`src/rtl/proc_pkg.sv`:
```
// Shared processor definitions: opcodes, instruction field positions, issue FSM states
// and the beats-per-opcode helper used by the fetch/issue front end.
package proc_pkg;

  typedef enum logic [3:0] {
    OP_NOP       = 4'b0000,
    OP_INC       = 4'b0001,
    OP_ADD       = 4'b0010,
    OP_CMP       = 4'b0011,
    OP_B         = 4'b0100,
    OP_BNQ       = 4'b0101,
    OP_LOAD_8X8  = 4'b0110,
    OP_STORE_8X8 = 4'b0111,
    OP_MODS_8X8  = 4'b1000,
    OP_INC1_4X16 = 4'b1001,
    OP_NORM_4X16 = 4'b1010,
    OP_MULS_4X16 = 4'b1011,
    OP_GET8X8    = 4'b1100,
    OP_RSVD      = 4'b1101,
    OP_MOV       = 4'b1110,
    OP_HALT      = 4'b1111
  } opcode_e;

  typedef enum logic [1:0] {
    S_IDLE,
    S_FETCH,
    S_ISSUE,
    S_HALT
  } issue_state_e;

  localparam int OP_MSB     = 31;
  localparam int OP_LSB     = 28;
  localparam int COND_BIT   = 27;
  localparam int IMM_MSB    = 15;
  localparam int IMM_LSB    = 0;
  localparam int BEAT_CNT_W = 4;

  // Row-wise 8x8 ops and 4x16 histogram ops occupy several issue beats; everything else one.
  function automatic logic [BEAT_CNT_W-1:0] beats_for(
    input logic [3:0]            op,
    input logic [BEAT_CNT_W-1:0] vec_beats,
    input logic [BEAT_CNT_W-1:0] hist_beats
  );
    case (op)
      OP_LOAD_8X8, OP_STORE_8X8, OP_MODS_8X8, OP_GET8X8: beats_for = vec_beats;
      OP_INC1_4X16, OP_NORM_4X16, OP_MULS_4X16:          beats_for = hist_beats;
      default:                                           beats_for = BEAT_CNT_W'(1);
    endcase
  endfunction

endpackage

```
`src/rtl/issue_beat_counter.sv`:
```
// Tracks the remaining issue beats of the current op and exposes the beat index
// (row / lane group) plus a flag marking the final beat.
module issue_beat_counter
  import proc_pkg::*;
(
  input  logic                  clk,
  input  logic                  rst,
  input  logic                  load,
  input  logic [BEAT_CNT_W-1:0] beats,
  input  logic                  accept,
  output logic                  last,
  output logic [2:0]            beat_idx
);

  logic [BEAT_CNT_W-1:0] remaining;

  always_ff @(posedge clk) begin
    if (rst) begin
      remaining <= '0;
      beat_idx  <= '0;
    end else if (load) begin
      remaining <= beats;
      beat_idx  <= '0;
    end else if (accept) begin
      if (last) begin
        remaining <= '0;
        beat_idx  <= '0;
      end else begin
        remaining <= remaining - BEAT_CNT_W'(1);
        beat_idx  <= beat_idx + 3'd1;
      end
    end
  end

  assign last = (remaining <= BEAT_CNT_W'(1));

endmodule

```
`src/rtl/instr_issue_unit.sv`:
```
// Fetch/issue front end: fetches one word at a time, issues it beat by beat and redirects on B/BNQ.
// Define ISSUE_PERF_CNT_EN to add the cyc_cnt/ret_cnt performance counter outputs.
module instr_issue_unit
  import proc_pkg::*;
#(
  parameter int ADDR_W     = 10,
  parameter int RESET_PC   = 0,
  parameter int VEC_BEATS  = 8,
  parameter int HIST_BEATS = 4
) (
  input  logic              clk,
  input  logic              rst,
  output logic              imem_req,
  output logic [ADDR_W-1:0] imem_addr,
  input  logic              imem_valid,
  input  logic [31:0]       imem_rdata,
  output logic              issue_valid,
  input  logic              issue_ready,
  output logic [3:0]        op,
  output logic              cond,
  output logic [15:0]       imm,
  output logic [2:0]        beat_idx,
  input  logic              zero_flag,
  output logic              halted
`ifdef ISSUE_PERF_CNT_EN
  ,
  output logic [31:0]       cyc_cnt,
  output logic [31:0]       ret_cnt
`endif
);

  issue_state_e      state;
  logic [ADDR_W-1:0] pc;
  logic [ADDR_W-1:0] pc_inc;
  logic [ADDR_W-1:0] pc_tgt;
  logic [ADDR_W-1:0] next_pc;
  logic [ADDR_W-1:0] imm_ext;
  logic              load_word;
  logic              accept;
  logic              last_beat;
  logic              retire;

  assign imem_addr = pc;
  assign load_word = (state == S_FETCH) && imem_valid;
  assign accept    = issue_valid && issue_ready;
  assign retire    = accept && last_beat;

  issue_beat_counter u_beat_counter (
    .clk      (clk),
    .rst      (rst),
    .load     (load_word),
    .beats    (beats_for(imem_rdata[OP_MSB:OP_LSB], BEAT_CNT_W'(VEC_BEATS), BEAT_CNT_W'(HIST_BEATS))),
    .accept   (accept),
    .last     (last_beat),
    .beat_idx (beat_idx)
  );

  // Branch offsets are sign-extended (or truncated) to the PC width so targets wrap naturally.
  always_comb begin
    imm_ext = '0;
    for (int i = 0; i < ADDR_W; i++) begin
      imm_ext[i] = (i < 16) ? imm[i[3:0]] : imm[15];
    end
    pc_inc  = pc + ADDR_W'(1);
    pc_tgt  = pc_inc + imm_ext;
    next_pc = pc_inc;
    case (op)
      OP_B:    next_pc = pc_tgt;
      OP_BNQ:  if (!zero_flag) next_pc = pc_tgt;
      OP_HALT: next_pc = pc;
      default: next_pc = pc_inc;
    endcase
  end

  always_ff @(posedge clk) begin
    if (rst) begin
      state       <= S_IDLE;
      pc          <= ADDR_W'(RESET_PC);
      imem_req    <= 1'b0;
      issue_valid <= 1'b0;
      op          <= 4'b0000;
      cond        <= 1'b0;
      imm         <= '0;
      halted      <= 1'b0;
    end else begin
      case (state)
        S_IDLE: begin
          state    <= S_FETCH;
          imem_req <= 1'b1;
        end
        S_FETCH: begin
          if (imem_valid) begin
            op          <= imem_rdata[OP_MSB:OP_LSB];
            cond        <= imem_rdata[COND_BIT];
            imm         <= imem_rdata[IMM_MSB:IMM_LSB];
            imem_req    <= 1'b0;
            issue_valid <= 1'b1;
            state       <= S_ISSUE;
          end
        end
        S_ISSUE: begin
          // No prefetch: the next fetch starts only once the final beat is taken.
          if (retire) begin
            issue_valid <= 1'b0;
            if (op == OP_HALT) begin
              state  <= S_HALT;
              halted <= 1'b1;
            end else begin
              state    <= S_FETCH;
              imem_req <= 1'b1;
              pc       <= next_pc;
            end
          end
        end
        default: begin
          state <= S_HALT;
        end
      endcase
    end
  end

`ifdef ISSUE_PERF_CNT_EN
  always_ff @(posedge clk) begin
    if (rst) begin
      cyc_cnt <= '0;
      ret_cnt <= '0;
    end else begin
      if (state != S_HALT) cyc_cnt <= cyc_cnt + 32'd1;
      if (retire)          ret_cnt <= ret_cnt + 32'd1;
    end
  end
`endif

endmodule
```
`config.mk`:
```
export PLATFORM = sky130hd
export DESIGN_NAME = instr_issue_unit
export DESIGN_NICKNAME = d
export VERILOG_FILES = /design/src/rtl/proc_pkg.sv /design/src/rtl/issue_beat_counter.sv /design/src/rtl/instr_issue_unit.sv
export SDC_FILE = /design/constraint.sdc
export NUM_CORES = 1
export LEC_CHECK = 0
export CAP_MARGIN = 10
export CORE_ASPECT_RATIO = 0.75
export CORE_MARGIN = 1.5
export CORE_UTILIZATION = 24
export DETAILED_ROUTE_END_ITERATION = 12
export MAX_ROUTING_LAYER = met4
export PLACE_DENSITY = 0.54
export SETUP_SLACK_MARGIN = 0.05
export SYNTH_ARGS = -nofsm -noshare
export SYNTH_HDL_FRONTEND = slang
export SYNTH_HIERARCHICAL = 1
export SYNTH_SLANG_ARGS = --single-unit
```
`constraint.sdc`:
```
create_clock -name clk -period 5.89 [get_ports clk]
set_clock_uncertainty 0.15 [all_clocks]
set_input_delay 0.589 -clock clk [delete_from_list [all_inputs] [get_ports clk]]
set_output_delay 0.589 -clock clk [all_outputs]
set_load 0.005 [all_outputs]
```
[Word level (Yosys, flattened, before mapping)]
Index checks and enable logic that the tools add are counted.
Widths: inputs -> output; s select.
Storage, ports and cells
  flip-flop bits (word level): 43
  bits in latches: 0
  RAM bits: 0
  ROM bits: 0
  input port bits: 37
  output and inout port bits: 37
  logic and storage cells: 65
  memories kept: 0
Cells by class
  add/subtract/negate cells: 4
  multipliers: 0
  divide/modulo/power cells: 0
  magnitude comparators: 1
  equal/unequal tests: 15
  shift-type cells: 0
  multiplexer cells: 18
  bitwise operators: 1
  reductions and logical operators: 16
Operator list (number)
  $eq 4x4->1 const B: 6
  $pmux 10 s2: 1
  $eq 4x3->1 const B: 4
  $mux 4: 3
  $add 10x1->10 const B: 1
  $add 10x10->10: 1
  $mux 10: 1
  $reduce_and 3->1: 3
  $pmux 4 s2: 1
  $mux 2: 3
  $ne 2x2->1 const B: 3
  $pmux 2 s3: 1
  $mux 1: 5
  $le 4x1->1 const B: 1
  $reduce_and 2->1: 2
  $reduce_and 4->1: 1
  $reduce_bool 2->1: 2
  $reduce_or 4->1: 1
  $sub 4x1->4 const B: 1
  $add 3x1->3 const B: 1
  $logic_and 1x1->1: 3
  $mux 3: 1
  $pmux 1 s3: 1
  $reduce_bool 3->1: 1
  other kinds (7): 7

[Longest topological paths before layout]
  word-level depth: 4
  depth in mapped cells: 12
  mapped depth without buffers: 11

[Modules after synthesis]
The synthesis kept the hierarchy.
Modules (own cells, without submodules)
  instr_issue_unit: times used 1, cells an instance 252, area an instance 2003.2 um2, sequential area each 720.7 um2
  issue_beat_counter: times used 1, cells an instance 49, area an instance 427.9 um2, sequential area each 140.1 um2

[Worst setup path after synthesis]
OpenSTA, ideal clock, no wires.
  path kind: reg2reg
  start point: register pc[0] (netlist: imem_addr[0])
  end point: register pc[9] (netlist: imem_addr[9])
  setup time: 123 ps
  arrival: 2878 ps
  required time: 5617 ps
  slack: 2739 ps
  stages on the path, launching flop included: 13
  path buffers: 1
  period minus slack after synthesis: 3151 ps
  path through: dfxtp_1 > ha_1 > and3_1 > clkbuf_1 > nand3_1 > xnor2_1 > ha_1 > a41o_1 > a21o_1 > a221oi_2 > mux2i_1 > mux2i_1 > mux2_1
On the way
  longest elaborated chain between the ends: 4
RTL lines
  start: declaration: line instr_issue_unit.sv:33  | logic [ADDR_W-1:0] pc;
  start signal: assignment: line instr_issue_unit.sv:78  | pc <= ADDR_W'(RESET_PC);
  start signal: assignment: line instr_issue_unit.sv:111  | pc <= next_pc;
  $add 10x1->10 (*): line instr_issue_unit.sv:64  | pc_inc = pc + ADDR_W'(1);
  $add 10x10->10: line instr_issue_unit.sv:65  | pc_tgt = pc_inc + imm_ext;
  $mux 10: line instr_issue_unit.sv:69  | OP_BNQ: if (!zero_flag) next_pc = pc_tgt;
  $pmux 10 s2 (*): line instr_issue_unit.sv:67  | case (op)
Every way passes the cells marked *; elsewhere a longest branch is shown, timed or not.
A chain may end at the register's enable or synchronous reset.

[Final worst setup path]
Same ends and word-level chain as after synthesis.

==> metrics.yaml <==
drt_pass_1_iters: 4
grt_antenna_before_repair: 0
postSynth.asyncResetShare_pct: 0
post_cts.resized_instances: 0
initial_utilization_pct: 25.0
placeableCoreArea_um2: 9740
hold_violations: 0
share_seq_of_total_power_pct: 40.8
synth.avg_cell_area_um2: 8.08
hold_start: "imm[12]"
worst-endpoint-arrival_ns: 3.56
power.density_nw_per_um2: 233
pin_count: 74
ff_latch_count_synth: 43
worstReg2RegStart: "imem_addr[0]"
count_of_flip_flops_with_a_built_in_enable_after_synthesis: 0
ctsHoldBuffers: 0
hold_class: "flip-flop to flip-flop"
tritoncts_num_sinks: 43
placed_cell_area_um2: 3160
critPathLaunch: "imem_addr[0]"
synth_fp_nets: 353
power.share.combinational_pct: 13.3
floorplan.die.width_um: 119
nFillCells: 1019
critical_path.n_buffers_inverters: 0
cpPeakStageDelay_ns: 0.43
antenna_left: 0
detailed_place_hpwl_mm: 4.74
per_cell_via_count_in_the_routed_design: 4.65
timing.critical_path.fanout_max: 6
final.min_clock_period_ns: 3.54
synth_cell_types: 57
rr_worst_depth: 11
clk_transition_reported_paths_ns: 0.06
endpoint_type_of_the_worst_setup_path: "flip-flop"
min_path_cells: 2
vias: 2282
final_cell_mix: "62 x sky130_fd_sc_hd__clkdlybuf4s50_1, 60 x sky130_fd_sc_hd__nand2_1, 43 x sky130_fd_sc_hd__dfxtp_1, 37 x sky130_fd_sc_hd__a21oi_1, 15 x sky130_fd_sc_hd__inv_1"
synthesis.instances: 301
slew_viol_final: 0
setup-violations-final: 0
pwr-share-clk_pct: 45.9
timing.critical_path.slowest_stage_cell: "sky130_fd_sc_hd__dfxtp_1"
hold_slack_ns: 0.306
gp_congestion: 0.803
pin_slew_with_the_least_headroom_to_its_limit_ns: 0.948
post-cts-setup-buffers: 0
switching_share_pct: 23.0
drive_gt1_share_pct: 6.13
insertion_delay_ns: 0.28
grt_start_max_net_pins: 30
drv_cap: 0
grt-ovfl-total: 0
diodes: 0
run_status: "complete, no violations"
slew_hr_pct: 36.7
total_leakage_power_nw: 1.27
die_height_um: 90.2
startpoint_type: "flip-flop"
fmaxAchievable_ghz: 0.283
detail_route.wirelength_mm: 6.62
gate_family_responsible_for_the_most_delay_along_the_worst_path: "multiplexers"
clockRootBuffer: "sky130_fd_sc_hd__clkbuf_16"
initialDrtViolationCount: 93
finalSetupTns_ns: 0
vdd_ir_drop_max_mv: 0.0961
grt_pass1_vias: 2151
yosys_warnings: 6
layout.nets: 410
power.net_switching_mw: 0.180
die-area_um2: 10700
worstPathRequired_ns: 5.91
setup_repair_after_global_routing_missed_its_margin: "no"
grt_first_pass_wirelength_mm: 10.8
area_delta_synth_final_pct: 37.7
setup_ws_pre_cts_ns: 2.42
post-route-drc-count: 0
placement_rows: 31
crit_cells: 11
main_flop_type_after_synthesis: "sky130_fd_sc_hd__dfxtp_1"
fraction_of_the_cycle_the_final_worst_path_needs_pct: 60.1
ctsLongestPathBuffers: 2
final_design_area_excluding_fillers_um2: 3350
grt_use_total_pct: 12.8
synth-seq-area-share_pct: 35.4
io_buffers: 62
routedWlPerCell_um: 13.5
cts_h_tree_depth: 2
worstPathCellList: "and3_1 > and3_1 > nand3_1 > xnor2_1 > ha_1 > a41o_1 > a21o_1 > a221oi_2 > mux2i_1 > mux2i_1 > mux2_1"
syn_area_um2: 2430
post-route-worst-setup-slack_ns: 2.35
cts_inserted_buffers: 5
final_common_cell: "sky130_fd_sc_hd__clkdlybuf4s50_1"
power.internal_mw: 0.600
criticalPathCategory: "flip-flop to flip-flop"
cts_tree: "yes"
[final cells by class]
cell class	count	area [um2]	share of cell area [%]
Multi-Input combinational cell	228	1430	42.8
Sequential cell	43	861	25.7
Timing Repair Buffer	65	643	19.2
Tap cell	132	165	4.93
Clock buffer	6	129	3.85
Clock inverter	2	60.1	1.79
Inverter	15	56.3	1.68
[stage by stage]
step | total power, mW | util [%] | instances
6_report | 0.779 | 34.4 | 491
5_1_grt | 0.818 | 34.4 | 491
4_1_cts | 0.792 | 34.4 | 491
3_5_place_dp | 0.428 | 32.4 | 483
3_3_place_gp | 0.427 | 32.4 | 483
2_1_floorplan | 0.375 | - | 301
[layer usage]
metal,GRT usage (%),wire (um)
met1,17.5,3420
met2,19.1,2850
met3,2.73,287
met4,3.31,55
met5,-,0
[cells in the mapped netlist (4+ instances only)]
cell | count | area [um2]
sky130_fd_sc_hd__nand3_1 | 10 | 50.1
sky130_fd_sc_hd__o21ai_1 | 4 | 20.0
sky130_fd_sc_hd__mux2i_1 | 5 | 50.1
sky130_fd_sc_hd__nor2_1 | 14 | 52.6
sky130_fd_sc_hd__ha_1 | 14 | 175
sky130_fd_sc_hd__a21oi_1 | 37 | 185
sky130_fd_sc_hd__dfxtp_1 | 43 | 861
sky130_fd_sc_hd__xnor2_1 | 7 | 61.3
sky130_fd_sc_hd__inv_1 | 15 | 56.3
sky130_fd_sc_hd__nand2_1 | 60 | 225
sky130_fd_sc_hd__clkbuf_1 | 8 | 30.0
sky130_fd_sc_hd__xor2_1 | 6 | 52.6
sky130_fd_sc_hd__a21o_1 | 4 | 30.0
sky130_fd_sc_hd__o311ai_0 | 4 | 35.0
sky130_fd_sc_hd__o21ai_0 | 9 | 45.0
[power by group through the flow]
stage	clock, mW	sequential (mW)	combinational [mW]
6_report	0.358	0.318	0.103
5_1_grt	0.383	0.320	0.114
4_1_cts	0.369	0.318	0.105
3_5_place_dp	0	0.325	0.104
3_3_place_gp	0	0.324	0.103
2_1_floorplan	0	0.321	0.0542
[state kept, by name, summed over array words and instances (netlist names)]
register                  flops
imem_addr                    10
halted                        1
u_beat_counter/remaining      4
issue_valid                   1
op                            4
state                         2
imem_req                      1
u_beat_counter/beat_idx       3
imm                          16
cond                          1
[cells by family after synthesis]
kind of cell | synth area share, %
other cells | 0.154
fa+ha+maj | 8.03
mux | 2.99
xor+xnor | 4.68
compound gates | 21.1
simple gates | 22.0
buf+inv | 5.66
flops | 35.4
[worst paths after layout]
path | slack, ns | to
setup / recovery | 2.35 | imem_addr[9]
hold / removal | 0.31 | imm[12]
setup reg to reg | 2.35 | imem_addr[9]
hold reg to reg | 0.31 | imm[12]
[worst register-to-register path, stage by stage (launching register included)]
cell	delay, ns
sky130_fd_sc_hd__dfxtp_1	0.43
sky130_fd_sc_hd__and3_1	0.27
sky130_fd_sc_hd__and3_1	0.33
sky130_fd_sc_hd__nand3_1	0.13
sky130_fd_sc_hd__xnor2_1	0.24
sky130_fd_sc_hd__ha_1	0.34
sky130_fd_sc_hd__a41o_1	0.26
sky130_fd_sc_hd__a21o_1	0.16
sky130_fd_sc_hd__a221oi_2	0.29
sky130_fd_sc_hd__mux2i_1	0.26
sky130_fd_sc_hd__mux2i_1	0.23
sky130_fd_sc_hd__mux2_1	0.33
Note: power is estimated with default switching activity, not from simulation.
